File: src/rtl/vram_arbiter.sv
// CPU/video arbiter for the shared 1 KiB tile RAM: one RAM access per CPU strobe, inside the tile window.
// Latency: 3 cycles from the first cycle the window is open to WAIT release and valid read data.
// Backpressure: the Z80 is stalled with cpu_waitn low until the access has completed.
module vram_arbiter #(
    parameter int WAIT_LIMIT = 1024
) (
    input  logic       clk,
    input  logic       rst_n,
    input  logic       cpu_sel,
    input  logic       cpu_rdn,
    input  logic       cpu_wrn,
    input  logic [9:0] cpu_addr,
    input  logic [7:0] cpu_din,
    output logic [7:0] cpu_dout,
    output logic       cpu_waitn,
    input  logic       cmpblk,
    input  logic       vram_busy,
    input  logic [9:0] vid_addr,
    output logic [9:0] ram_addr,
    output logic [7:0] ram_din,
    output logic       ram_ena,
    output logic       ram_wr,
    input  logic [7:0] ram_dout,
    output logic       wait_ovf
);

    localparam int CW = $clog2(WAIT_LIMIT + 1);
    localparam logic [CW-1:0] LIMIT_C = CW'(WAIT_LIMIT);

    typedef enum logic [2:0] {
        S_IDLE,
        S_WAIT,
        S_ACCESS,
        S_CAPTURE,
        S_DONE
    } state_t;

    state_t        state_q;
    logic [9:0]    addr_q;
    logic [7:0]    din_q;
    logic          dir_q;      // 1 = write
    logic [7:0]    dout_q;
    logic [CW-1:0] cnt_q;
    logic [CW-1:0] cnt_d;
    logic          ovf_q;

    logic req;
    logic win;

    assign req = cpu_sel & (~cpu_rdn | ~cpu_wrn);
    assign win = cmpblk & ~vram_busy;

    // Saturating increment of the WAIT-cycle counter.
    assign cnt_d = (cnt_q == LIMIT_C) ? cnt_q : cnt_q + 1'b1;

    // Access sequencer: latch the request, wait for the window, issue one access, capture, hold until strobe drops.
    always_ff @(posedge clk) begin
        if (!rst_n) begin
            state_q <= S_IDLE;
            addr_q  <= '0;
            din_q   <= '0;
            dir_q   <= 1'b0;
            dout_q  <= '0;
            cnt_q   <= '0;
            ovf_q   <= 1'b0;
        end else begin
            case (state_q)
                S_IDLE: begin
                    if (req) begin
                        addr_q  <= cpu_addr;
                        din_q   <= cpu_din;
                        // Both strobes low resolves to a write.
                        dir_q   <= ~cpu_wrn;
                        cnt_q   <= '0;
                        state_q <= win ? S_ACCESS : S_WAIT;
                    end
                end
                S_WAIT: begin
                    cnt_q <= cnt_d;
                    if (cnt_d == LIMIT_C) begin
                        ovf_q <= 1'b1;
                    end
                    if (win) begin
                        state_q <= S_ACCESS;
                    end
                end
                S_ACCESS: begin
                    // Committed unconditionally; losing the window now does not cancel the access.
                    state_q <= S_CAPTURE;
                end
                S_CAPTURE: begin
                    // RAM read data arrives one cycle after the ACCESS cycle.
                    if (!dir_q) begin
                        dout_q <= ram_dout;
                    end
                    state_q <= S_DONE;
                end
                S_DONE: begin
                    // Park here until the strobe is released so a long strobe only accesses once.
                    if (!req) begin
                        state_q <= S_IDLE;
                    end
                end
                default: begin
                    state_q <= S_IDLE;
                end
            endcase
        end
    end

    // RAM port mux: CPU owns the port only during ACCESS; otherwise video fetches while blanking is low.
    always_comb begin
        ram_addr = vid_addr;
        ram_din  = din_q;
        ram_ena  = ~cmpblk;
        ram_wr   = 1'b0;
        if (state_q == S_ACCESS) begin
            ram_addr = addr_q;
            ram_ena  = 1'b1;
            ram_wr   = dir_q;
        end
    end

    // WAIT is combinational so it falls in the same cycle as the strobe; released while in reset.
    assign cpu_waitn = ~rst_n | ~(req & (state_q != S_DONE));
    assign cpu_dout  = dout_q;
    assign wait_ovf  = ovf_q;

endmodule
File: config.mk
export PLATFORM = sky130hd
export DESIGN_NAME = vram_arbiter
export DESIGN_NICKNAME = d
export VERILOG_FILES = /design/src/rtl/vram_arbiter.sv
export SDC_FILE = /design/constraint.sdc
export NUM_CORES = 1
export LEC_CHECK = 0
export ABC_AREA = 1
export BUFFER_PORTS_ARGS = -buffer_cell sky130_fd_sc_hd__buf_2
export CORE_MARGIN = 2
export CORE_UTILIZATION = 49
export CTS_CLUSTER_SIZE = 28
export DETAILED_ROUTE_END_ITERATION = 6
export PLACE_DENSITY_LB_ADDON = 0.1
export SLEW_MARGIN = 15
export SYNTH_ARGS = -nofsm -noshare
export SYNTH_HDL_FRONTEND = slang
export SYNTH_SLANG_ARGS = --single-unit
File: constraint.sdc
create_clock -name clk -period 1.6 [get_ports clk]
set_input_delay 0.16 -clock clk [delete_from_list [all_inputs] [get_ports clk]]
set_output_delay 0.16 -clock clk [all_outputs]
set_load 0.01 [all_outputs]
==> impl_metrics.tcl <==
set metrics [dict create \
    status "finished, final reports clean" \
    whs_endpoint "dir_q" \
    syn_nets 352 \
    reg2reg_slack_ns 0.09 \
    grt_pass1_vias 1946 \
    clock_path_buffers 2 \
    clock_power_share 0.343 \
    rr_startpoint "state_q[2]" \
    io_buffers 72 \
    seqCellArea_um2 852 \
    num_rows 23 \
    finalCriticalPeriod_ns 1.58 \
    cp.required_ns 1.44 \
    initial_utilization 0.504 \
    synthFlopType "dfxtp_1" \
    fin_cells 437 \
    cp.buffers_inverters 4 \
    worstPathArrival_ns 1.42 \
    path_clk_slew_ns 0.08 \
    drt_wl_total_mm 5.44 \
    cap_violations 0 \
    fp.dieH_um 67.9 \
    synth_commonest_cells "nand2_1 (78), nor2_1 (76), dfxtp_1 (42)" \
    worstReg2RegEnd "cnt_q[8]" \
    multi_input_area_um2 1090 \
    power_mw 2.45 \
    synth.avg_cell_area_um2 6.52 \
    cpPeakStageDelay_ns 0.35 \
    clk_latency_ns 0.30 \
    synth_top_cell_by_area "dfxtp_1" \
    setup-violations-final 0 \
    holdWs_ns 0.0616 \
    place_congestion 0.906 \
    io_pins 73 \
    min-delay-start "cpu_wrn" \
    dp_hpwl_mm 3.66 \
    cts_root_buffer "clkbuf_8" \
    area_growth_pct 34.3 \
    p_per_area_nw_per_um2 911 \
    post-synth-top-count-cell "nand2_1" \
    pwr-share-comb 0.186 \
    timing.slew.headroom 0.698 \
    gr-total-overflow 0 \
    grt_pass1_wl_mm 8.21 \
    final-hold-violation-count 0 \
    ys_seq_area_frac 0.420 \
    synth_edf_count 0 \
    end_kind "primary output" \
    cp-start-kind "flip-flop" \
    post_drt_wl_per_cell_um 12.4 \
    crit_path_max_fanout 5 \
    drc 0 \
    critPathLaunch "state_q[1]" \
    rsz0062_at_grt "true" \
    cts_tree "yes" \
    drtAntennaViolNets 0 \
    fin_skew_ns 0.00796 \
    p_leak_nw 1.30 \
    swShare 0.279 \
    criticalPathCategory "reg -> out" \
    syn_inst 307 \
    yosysWarnings 0 \
    critical_path.cell_chain "inv_2 > nor3_4 > buf_12 > buf_8 > nand2_2 > nand2_1 > buf_2" \
    yosysTopAreaCellShare 0.420 \
    irDropWorstVdd_mv 0.830 \
    yosys-top-cells-area "dfxtp_1 (42%), nand2_1 (15%), nor2_1 (14%)" \
    core_um2 3970 \
    finalCritPeriodShare 0.987 \
    vias 2185 \
    htree_levels 2 \
    postPlaceCellArea_um2 2430 \
    yosysUniqueCellTypes 23 \
    die_x_um 67.9 \
    tightest_slew_ns 0.452 \
    max_freq_ghz 0.633 \
    pwr-share-seq 0.471 \
    stdcell_area_um2 2690 \
    crit_slowest_cell "dfxtp_2" \
    fill_cells 369 \
    dr.pass1.iters 4 \
    drv_slew 0 \
    syn_area_um2 2000 \
    nets 431 \
    dp_cells 425 \
    synth-seq-cells 42 \
    drtIter0Drc 152 \
    vias_per_cell 5.00 \
    drive_above_1_share 0.315 \
    ctsHoldBuffers 0 \
    switchingPower_uw 683 \
    tns_ns 0 \
    hold_path.class "in -> reg" \
    antennaDiodeCount 0 \
    numCtsBuffers 5 \
    antenna_found_initial 0 \
    ff2ff_path_depth 7 \
    clock-sinks 42 \
    cpLargestDelayFamily "buffers and inverters" \
    die_area_um2 4620 \
    grt_use_total 0.232 \
    async_flop_share 0 \
    p_int_mw 1.77 \
    grt_start_max_net_pins 28 \
    whs_path_depth 2 \
]
layout make-up:
cell class	instances	share of cell area
Timing Repair inverter	1	0.00233
Sequential cell	42	0.317
Inverter	20	0.0307
Clock inverter	3	0.0167
Clock buffer	5	0.0256
Tap cell	50	0.0233
Timing Repair Buffer	83	0.178
Multi-Input combinational cell	233	0.407
flip-flops by register name, summed over array words and instances (netlist names):
signal / count
addr_q: 10
cnt_q: 11
cpu_dout: 8
wait_ovf: 1
state_q: 3
ram_din: 8
dir_q: 1
cell usage in the layout (no fill, tap or decap):
cell        count
nor2_1         76
nand2_1        71
buf_2          70
dfxtp_1        33
o21ai_0        31
inv_1          16
a21oi_1        14
nand3_1        11
dfxtp_2         9
buf_4           8
nand2_2         7
nor2_2          5
clkbuf_8        5
nand3b_1        4
inv_2           3
xor2_1          3
buf_6           3
ha_4            2
clkinvlp_4      2
nor3_4          1
inv_8           1
nand2_4         1
nand4_1         1
xnor2_1         1
nor2_4          1
o21ai_1         1
or2_0           1
o211ai_1        1
a211oi_1        1
bufinv_16       1
inv_4           1
buf_8           1
buf_12          1
power groups by stage:
stage                     Sequential [mW]  Clock, mW  Combinational [mW]
after floorplan                      1.18          0               0.217
after global placement               1.17          0               0.394
after detailed placement             1.17          0               0.401
after CTS                            1.15      0.853               0.405
after global routing                 1.16      0.903               0.504
final                                1.15      0.840               0.457
through the flow:
| step | worst slack (ns) | util |
|---|---|---|
| 4_1_cts | 0.0551 | 0.641 |
| 3_3_place_gp | 0.172 | 0.612 |
| 6_report | 0.0207 | 0.677 |
| 5_1_grt | -0.0395 | 0.677 |
| 3_5_place_dp | 0.140 | 0.612 |
| 2_1_floorplan | 0.185 | - |
layer usage:
layer / track usage / up-vias / routed length (um)
met5: 0 / - / 0
met3: 0.0609 / 7 / 271
met4: 0.0525 / 0 / 72
met2: 0.390 / 52 / 2650
met1: 0.298 / 1006 / 2440
li1: - / 1120 / -
kinds of logic after synthesis:
| group | synth area share |
|---|---|
| adders and majority gates | 0.0125 |
| DFF | 0.420 |
| buffers and inverters | 0.0662 |
| xor gates and xnor gates | 0.0175 |
| AOI/OAI and AO/OA | 0.122 |
| and+or+nand+nor | 0.362 |
repair_timing:
action	4_1_cts	5_1_grt
gates resized for setup	2	35
endpoints found under the setup margin	12	12
buffers inserted	0	2
cloned	0	2
pin swaps	0	9
how the worst max path moves through the flow:
stage | endpoint | slack [ns] | cells after the start
floorplan | wait_ovf | 0.19 | 11
global placement | wait_ovf | 0.17 | 9
detailed placement | wait_ovf | 0.14 | 11
CTS | ram_addr[6] | 0.06 | 5
global route | ram_addr[0] | -0.04 | 7
finish | ram_addr[6] | 0.02 | 7
Note: power is estimated with default switching activity, not from simulation.
